==> config.mk <==
export PLATFORM = sky130hd
export DESIGN_NAME = sprite_attr_shadow
export DESIGN_NICKNAME = d
export VERILOG_FILES = /design/src/rtl/sprite_shadow_pkg.sv /design/src/rtl/sprite_shadow_dpram.sv /design/src/rtl/sprite_attr_shadow.sv
export SDC_FILE = /design/constraint.sdc
export NUM_CORES = 2
export LEC_CHECK = 0
export ABC_AREA = 1
export ABC_CLOCK_PERIOD_IN_PS = 2400
export CAP_MARGIN = 20
export CORE_MARGIN = 2
export CORE_UTILIZATION = 57
export DETAILED_ROUTE_END_ITERATION = 16
export PLACE_DENSITY = 0.7
export SLEW_MARGIN = 15
export SYNTH_ARGS = -nofsm -noshare
export SYNTH_HDL_FRONTEND = slang
export SYNTH_SLANG_ARGS = --single-unit
==> constraint.sdc <==
create_clock -name VCLKx4 -period 2.4 [get_ports VCLKx4]
set_clock_uncertainty 0.1 [all_clocks]
set_input_delay 0.48 -clock VCLKx4 [delete_from_list [all_inputs] [get_ports VCLKx4]]
set_output_delay 0.48 -clock VCLKx4 [all_outputs]
set_load 0.01 [all_outputs]
==> src/rtl/sprite_shadow_pkg.sv <==
// Shared types and constants for the sprite attribute shadow copier.
package sprite_shadow_pkg;

    localparam int unsigned NENT   = 128;
    localparam int unsigned NBANK  = 3;
    localparam int unsigned LANE_W = 8;
    localparam int unsigned ENT_AW = 7;
    localparam int unsigned SRC_AW = 9;
    localparam int unsigned WORD_W = NBANK * LANE_W;

    // Final source address of a copy: bank 2, index 127.
    localparam logic [SRC_AW-1:0] LAST_CNT = 9'h17F;

    typedef enum logic [1:0] {
        IDLE = 2'd0,
        REQ  = 2'd1,
        WAIT = 2'd2,
        FIN  = 2'd3
    } state_t;

    // One-hot byte enable for a source bank; bank 3 maps to no lane at all.
    function automatic logic [NBANK-1:0] lane_be(input logic [1:0] lane);
        return NBANK'(1) << lane;
    endfunction

endpackage

==> src/rtl/sprite_shadow_dpram.sv <==
// Shadow attribute RAM: one write port with per-byte enables, one registered
// read port. Reads return the pre-write contents on a same-entry collision.
module sprite_shadow_dpram
    import sprite_shadow_pkg::*;
#(
    parameter int unsigned AW = ENT_AW
) (
    input  logic              clk,
    input  logic              rst,
    input  logic              we,
    input  logic [NBANK-1:0]  be,
    input  logic [AW-1:0]     wr_addr,
    input  logic [LANE_W-1:0] wr_data,
    input  logic [AW-1:0]     rd_addr,
    output logic [WORD_W-1:0] rd_data
);

    localparam int unsigned DEPTH = 1 << AW;

    logic [WORD_W-1:0] rd_data_d;
    logic [WORD_W-1:0] rd_data_q;

    // Each byte lane is its own array so lanes can be written independently.
    for (genvar b = 0; b < NBANK; b++) begin : g_lane
        logic [LANE_W-1:0] mem [DEPTH];

        always_ff @(posedge clk) begin
            if (we && be[b]) begin
                mem[wr_addr] <= wr_data;
            end
        end

        assign rd_data_d[b*LANE_W +: LANE_W] = mem[rd_addr];
    end

    always_ff @(posedge clk or posedge rst) begin
        if (rst) begin
            rd_data_q <= '0;
        end else begin
            rd_data_q <= rd_data_d;
        end
    end

    assign rd_data = rd_data_q;

endmodule

==> src/rtl/sprite_attr_shadow.sv <==
// Copies the three CPU sprite byte banks into the renderer's shadow attribute
// table at each vertical-blank start. Define SPRITE_SHADOW_DBUF_EN for a
// double-buffered table that swaps pages only when a copy completes.
module sprite_attr_shadow
    import sprite_shadow_pkg::*;
(
    input  logic              VCLKx4,
    input  logic              RESET,
    input  logic              VBLK,
    input  logic              COPY_EN,
    output logic [SRC_AW-1:0] SRC_A,
    output logic              SRC_RD,
    input  logic              SRC_ACK,
    input  logic [LANE_W-1:0] SRC_D,
    input  logic [ENT_AW-1:0] SPRA_A,
    output logic [WORD_W-1:0] SPRA_D,
    output logic              BUSY,
    output logic              DONE,
    output logic              OVERRUN
);

`ifdef SPRITE_SHADOW_DBUF_EN
    localparam int unsigned RAM_AW = ENT_AW + 1;
`else
    localparam int unsigned RAM_AW = ENT_AW;
`endif

    state_t              state_q, state_d;
    logic [SRC_AW-1:0]   cnt_q, cnt_d;
    logic                src_rd_q, src_rd_d;
    logic                busy_q, busy_d;
    logic                done_q, done_d;
    logic                overrun_q, overrun_d;
    logic                vblk_q, vblk_d;

    logic                rise_c;
    logic                wr_en_c;
    logic [NBANK-1:0]    wr_be_c;
    logic [RAM_AW-1:0]   wr_addr_c;
    logic [RAM_AW-1:0]   rd_addr_c;

    assign rise_c  = VBLK & ~vblk_q;
    assign wr_be_c = lane_be(cnt_q[SRC_AW-1 -: 2]);

    // Copy sequencer: one request per source byte, bank-major order.
    always_comb begin
        state_d   = state_q;
        cnt_d     = cnt_q;
        src_rd_d  = src_rd_q;
        busy_d    = busy_q;
        done_d    = 1'b0;
        overrun_d = overrun_q | (rise_c & busy_q);
        vblk_d    = VBLK;
        wr_en_c   = 1'b0;

        case (state_q)
            IDLE: begin
                if (rise_c && COPY_EN) begin
                    state_d = REQ;
                    cnt_d   = '0;
                    busy_d  = 1'b1;
                end
            end
            REQ: begin
                src_rd_d = 1'b1;
                state_d  = WAIT;
            end
            WAIT: begin
                if (SRC_ACK) begin
                    wr_en_c  = 1'b1;
                    src_rd_d = 1'b0;
                    if (cnt_q == LAST_CNT) begin
                        state_d = FIN;
                    end else begin
                        cnt_d   = cnt_q + SRC_AW'(1);
                        state_d = REQ;
                    end
                end
            end
            FIN: begin
                done_d  = 1'b1;
                busy_d  = 1'b0;
                state_d = IDLE;
            end
            default: state_d = IDLE;
        endcase
    end

    always_ff @(posedge VCLKx4 or posedge RESET) begin
        if (RESET) begin
            state_q   <= IDLE;
            cnt_q     <= '0;
            src_rd_q  <= 1'b0;
            busy_q    <= 1'b0;
            done_q    <= 1'b0;
            overrun_q <= 1'b0;
            vblk_q    <= 1'b0;
        end else begin
            state_q   <= state_d;
            cnt_q     <= cnt_d;
            src_rd_q  <= src_rd_d;
            busy_q    <= busy_d;
            done_q    <= done_d;
            overrun_q <= overrun_d;
            vblk_q    <= vblk_d;
        end
    end

`ifdef SPRITE_SHADOW_DBUF_EN
    logic page_q, page_d;

    // Front page flips on the DONE cycle only, so an aborted copy never shows.
    always_comb begin
        page_d = page_q ^ (state_q == FIN);
    end

    // Kept across RESET, like the RAM it selects, so the displayed page survives an abort.
    always_ff @(posedge VCLKx4) begin
        page_q <= page_d;
    end

    assign wr_addr_c = {~page_q, cnt_q[ENT_AW-1:0]};
    assign rd_addr_c = {page_q, SPRA_A};
`else
    assign wr_addr_c = cnt_q[ENT_AW-1:0];
    assign rd_addr_c = SPRA_A;
`endif

    sprite_shadow_dpram #(
        .AW (RAM_AW)
    ) u_ram (
        .clk     (VCLKx4),
        .rst     (RESET),
        .we      (wr_en_c),
        .be      (wr_be_c),
        .wr_addr (wr_addr_c),
        .wr_data (SRC_D),
        .rd_addr (rd_addr_c),
        .rd_data (SPRA_D)
    );

    assign SRC_A   = cnt_q;
    assign SRC_RD  = src_rd_q;
    assign BUSY    = busy_q;
    assign DONE    = done_q;
    assign OVERRUN = overrun_q;

endmodule

== After elaboration in Yosys (flattened, before gate mapping) ==
Memory sizes are Yosys's and may differ from the RTL's. A register that Yosys moved wholly into a read port is not among the register bits.
Index checks and enable logic that the tools add are counted.

* $add $sub $neg: 1
* Eq/ne operators: 7
* Shifts and indexed selects: 1
* Multiplexer cells: 21
* Bitwise gates (word level): 4
* Reductions and logical operators: 12

{| class="wikitable"
|+ Operator list
! cell !! number
|-
| two-way mux 9 bit || 3
|-
| one-hot mux 9 bit (2 select lines) || 1
|-
| two-way mux 1 bit || 11
|-
| adder 9 x 1 -> 9 bit (second input constant) || 1
|-
| == test 9 bit (second input constant) || 1
|-
| one-hot mux 2 bit (4 select lines) || 1
|-
| two-way mux 2 bit || 3
|-
| inequality test 2 bit (second input constant) || 3
|-
| AND reduction 2 bit || 3
|-
| nonzero test 2 bit || 3
|-
| == test 2 bit (second input constant) || 2
|-
| logical AND 1 bit || 4
|-
| one-hot mux 1 bit (2 select lines) || 2
|-
| AND reduction 4 bit || 1
|-
| left shift 1 x 2 -> 3 bit (first input constant) || 1
|-
| bitwise AND 1 bit || 2
|-
| == test 2 x 1 -> 1 bit (second input constant) || 1
|-
| logical NOT 2 bit || 1
|-
| NOT 1 bit || 1
|-
| bitwise OR 1 bit || 1
|}

* Register bits after elaboration: 16
* Bits in writable memories: 3072
* Bits of input ports: 20
* Output and inout port bits: 37
* Memories kept: 3

{| class="wikitable"
|+ Memory list
! memory !! words !! width !! read ports !! clocked after Yosys merged registers in !! wr ports !! RTL line !! text
|-
| u_ram.g_lane[0].mem || 128 || 8 || 1 || 1 || 1 || sprite_shadow_dpram.sv:25 || <nowiki>logic [LANE_W-1:0] mem [DEPTH];</nowiki>
|-
| u_ram.g_lane[1].mem || 128 || 8 || 1 || 1 || 1 || sprite_shadow_dpram.sv:25 ||
|-
| u_ram.g_lane[2].mem || 128 || 8 || 1 || 1 || 1 || sprite_shadow_dpram.sv:25 ||
|}

== Depth between registers and ports, before layout ==
* Word-level depth: 5
* Depth in mapped cells: 13
* Depth with buffers taken out: 11

== By module ==
A second synthesis with hierarchy kept.

* Cells, all modules: 10612
* Area, all modules: 126654.0 µm²

{| class="wikitable"
|+ By module, submodules not included
! module !! instances !! cells an instance !! area an instance (µm²) !! sequential area each (µm²)
|-
| sprite_shadow_dpram || 1 || 10505 || 125780.6 || 92849.0
|-
| sprite_attr_shadow || 1 || 107 || 873.3 || 400.4
|}

== Worst setup path before layout ==
Ideal clock, no wire load.

* Kind: register -> register
* Start: reg cnt_q[2] (netlist: SRC_A[2])
* End: mem u_ram.g_lane[0].mem[16][0] (enable)
* Arrival: 1.726 ns
* Data required time: 1.930 ns
* Setup slack: 0.204 ns
* Stages on the path, launching flop included: 5
* Path buffers: 1
* Clock period less this slack: 2.196 ns
* Path through: dfrtp_1 -> nor3_1 -> buf_2 -> nand2_1 -> nor2_1

{| class="wikitable"
|+ RTL lines
! element !! RTL line !! text
|-
| start: declaration || sprite_attr_shadow.sv:29 || <nowiki>logic [SRC_AW-1:0] cnt_q, cnt_d;</nowiki>
|-
| start signal: assignment || sprite_attr_shadow.sv:100 || <nowiki>cnt_q <= cnt_d;</nowiki>
|-
| end: declaration || sprite_shadow_dpram.sv:25 ||
|}

Straight into the memory's write port.

== Worst setup path after layout ==
* Start: reg u_ram.rd_data_q[15] (netlist: u_ram.rd_data[15]) (read register of u_ram.g_lane[1].mem)
* End: out SPRA_D[15]

{| class="wikitable"
|+ RTL lines
! element !! RTL line !! text
|-
| start: declaration || sprite_shadow_dpram.sv:21 || <nowiki>logic [WORD_W-1:0] rd_data_q;</nowiki>
|-
| end: declaration || sprite_attr_shadow.sv:16 || <nowiki>output logic [WORD_W-1:0] SPRA_D,</nowiki>
|}

No word-level cell between the ends.

==> impl_results.md <==
* GPL Wtd Cong at 0.9278
* Top cell type's share of synthesized area at 73.00%
* RSZ-0062 raised after global routing: true
* Post-Route WL at 358900 µm
* Detailed placement HPWL at 230100 µm
* Fin crit period at 2376 ps
* Post-DP Area at 137100 µm²
* Layout cells sized above 1 at 13.07%
* Overflow after GRT at 0
* Required @ worst endpoint at 1820 ps
* Max Cap Viol at 0
* Final period util at 99.01%
* First-pass GRT wire length at 534700 µm
* Area grow syn2layout at 16.43%
* Total power at 117.0 mW
* Initial Util at 57.46%
* Worst Tran Pin Value at 744.0 ps
* Critical Path Sink Type: primary output
* Async set or reset register ratio after synthesis at 1.285%
* Synth cell count leaders: nand2_1 (3244), edfxtp_1 (3072), nand3_1 (3032)
* Static leakage at 52.79 nW
* M1 wire length at 136900 µm
* Routed vias at 88120
* Setup-failing EPs final at 0
* Dpl cells at 13880
* Post-synth top flop: edfxtp_1
* Residual DRC at 0
* Post-route ant nets at 0
* Fin. max-slew vios at 0
* # port buffers at 56
* Post-Synthesis Cells at 10580
* Clock transition at path regs at 60 ps
* Design Area, Final at 147100 µm²
* Num Clock Sinks at 3112
* WP data arrival at 1800 ps
* Worst-Skew Late Latency at 940 ps
* Routed length per instance at 24.83 µm
* Initial antenna violation count at 14
* Yosys cell types at 29
* Drt initial violations at 13430
* CTS tree: built
* Chip height at 474.9 µm
* CTS max path bufs at 4
* Worst slew margin at 50.40%
* CTS buffer count at 325
* Largest cells by area after synthesis: edfxtp_1 (73%), nand3_1 (12%), nand2_1 (9.6%)
* Min-delay src: SPRA_A[5]
* Synth Register Bits at 3112
* Crit-path max FO at 1
* Startpoint types: register
* Hold Crit Class: in2reg
* Die area at 225500 µm²
* Outcome: finished, final reports clean
* Die Width at 474.9 µm
* Via density at 6.096
* Pwr dens at 795.0 nW/µm²
* # IOs at 57
* Syn nets at 10600
* Number of flops mapped to enable cells by yosys at 3072
* Setup TNS at 0 ps
* Peak VDD IR at 0.0009104 V
* Reg2reg path depth at 8
* Largest net degree at the start of global routing at 114
* Post-Syn Area at 126400 µm²
* CP Class: reg2out
* Gr usage total at 31.71%
* Register-to-Register Setup Slack at 20 ps
* NumNets Final at 11280
* DR WL met2 at 166200 µm
* FILL cells at 15590
* Pre-antenna DRT Iters at 8
* Synth area leader: edfxtp_1
* WHS at 222.4 ps
* Final hold vios at 0
* Clock tree root driver cell: clkbuf_16
* Worst Hold Depth at 5
* Synth Warn # at 0
* CTS H-tree lvls at 5
* Worst hold endpoint: u_ram.rd_data[2]
* DR top layer: met5
* Most common cell in the netlist: nand2_1
* Vias in the first global route at 84580
* Fmax at 0.4208 GHz
* Met3 WL at 39110 µm
* Reg-to-reg critical path endpoint: u_ram.g_lane[0].mem[75][2]
* Core area at 219900 µm²
* Mean Syn Cell Area at 11.94 µm²
* Row count at 172
* Crit Reg-Reg Startpoint: SRC_A[4]
* Sequential fraction of the synthesis area at 73.79%
* Non-Filler Instances at 14460
## critical path, cell delays in order (launching register included)
cell and delay, ps:
dfrtp_1 350, buf_4 200, clkdlybuf4s15_1 310
## cells in the final DEF, fill, tap and decap left out, types with 24 or more instances in the layout
| cell | instances |
|---|---|
| bufinv_16 | 24 |
| clkinv_1 | 78 |
| dlygate4sd2_1 | 24 |
| clkbuf_16 | 330 |
| clkbuf_1 | 48 |
| nor2_1 | 406 |
| clkinv_2 | 59 |
| buf_4 | 800 |
| nand3_1 | 3029 |
| nand2_1 | 3238 |
| buf_12 | 210 |
| edfxtp_1 | 3072 |
| dfrtp_1 | 31 |
## state kept, by name, indices dropped and copies added (netlist names)
register / cells
u_ram.rd_data: 24
BUSY: 1
DONE: 1
u_ram.g_lane.mem: 3072
SRC_RD: 1
OVERRUN: 1
state_q: 2
vblk_q: 1
SRC_A: 9
## metal layers
metal / GRT usage [%] / up-vias
li1: - / 38970
met1: 44.46 / 42780
met2: 49.09 / 5538
met3: 5.710 / 830
met4: 13.83 / 4
met5: 0 / -
## worst max path at each step
stage               depth (start not counted)                         end  slack, ps               from
detailed placement                         12           u_ram.rd_data[18]       -620          SPRA_A[0]
floorplan                                   4  u_ram.g_lane[0].mem[16][0]        200           SRC_A[2]
finish                                      2                  SPRA_D[15]         20  u_ram.rd_data[15]
CTS                                         1                   SPRA_D[6]        -70   u_ram.rd_data[6]
global placement                           12           u_ram.rd_data[18]       -600          SPRA_A[0]
global route                                8  u_ram.g_lane[1].mem[72][0]        -10           SRC_A[4]
## kinds of logic (layout without fill, tap and decap cells)
kind of cell	after synthesis	count (layout)	synth area share, %
flip-flops	3112	3112	73.79
AND/OR/NAND/NOR	6698	6698	22.94
adder cells (fa/ha/maj)	1	1	0.009899
AO/OA/AOI/OAI	17	17	0.07525
other	0	8	0
buffers and inverters	754	1661	3.186
## power by group
part / switching [mW] / internal (mW) / leakage, nW / total (mW)
clock: 20.2 / 27.6 / 4.86 / 47.8
sequential: 0.145 / 59.8 / 28.1 / 60.0
combinational: 6.43 / 2.72 / 19.9 / 9.15
## cell type report
| type | count | area, µm² | share of cell area, % |
|---|---|---|---|
| Timing Repair Buffer | 1075 | 10870 | 7.390 |
| Antenna cell | 8 | 20.02 | 0.01361 |
| Multi-Input combinational cell | 6716 | 29210 | 19.85 |
| Tap cell | 2958 | 3701 | 2.515 |
| Sequential cell | 3112 | 93260 | 63.39 |
| Clock buffer | 378 | 8438 | 5.735 |
| Clock inverter | 180 | 1485 | 1.009 |
| Inverter | 28 | 146.4 | 0.09950 |
## per-stage QoR
step	util [%]	setup WS, ps
after detailed placement	62.32	-620.6
final	66.90	23.83
after global placement	62.32	-595.8
after CTS	66.88	-66.58
after floorplan	-	203.9
after global routing	66.89	-12.67
## what timing repair did
item | CTS | global route
hold endpoints to repair | 280 | 0
hold buffers | 10 | 0
gates resized for setup | 69 | 10
endpoints found under the setup margin | 168 | 172
pin swaps | 0 | 0
setup buffers | 4 | 0
Power figures use the tool's default switching activity.
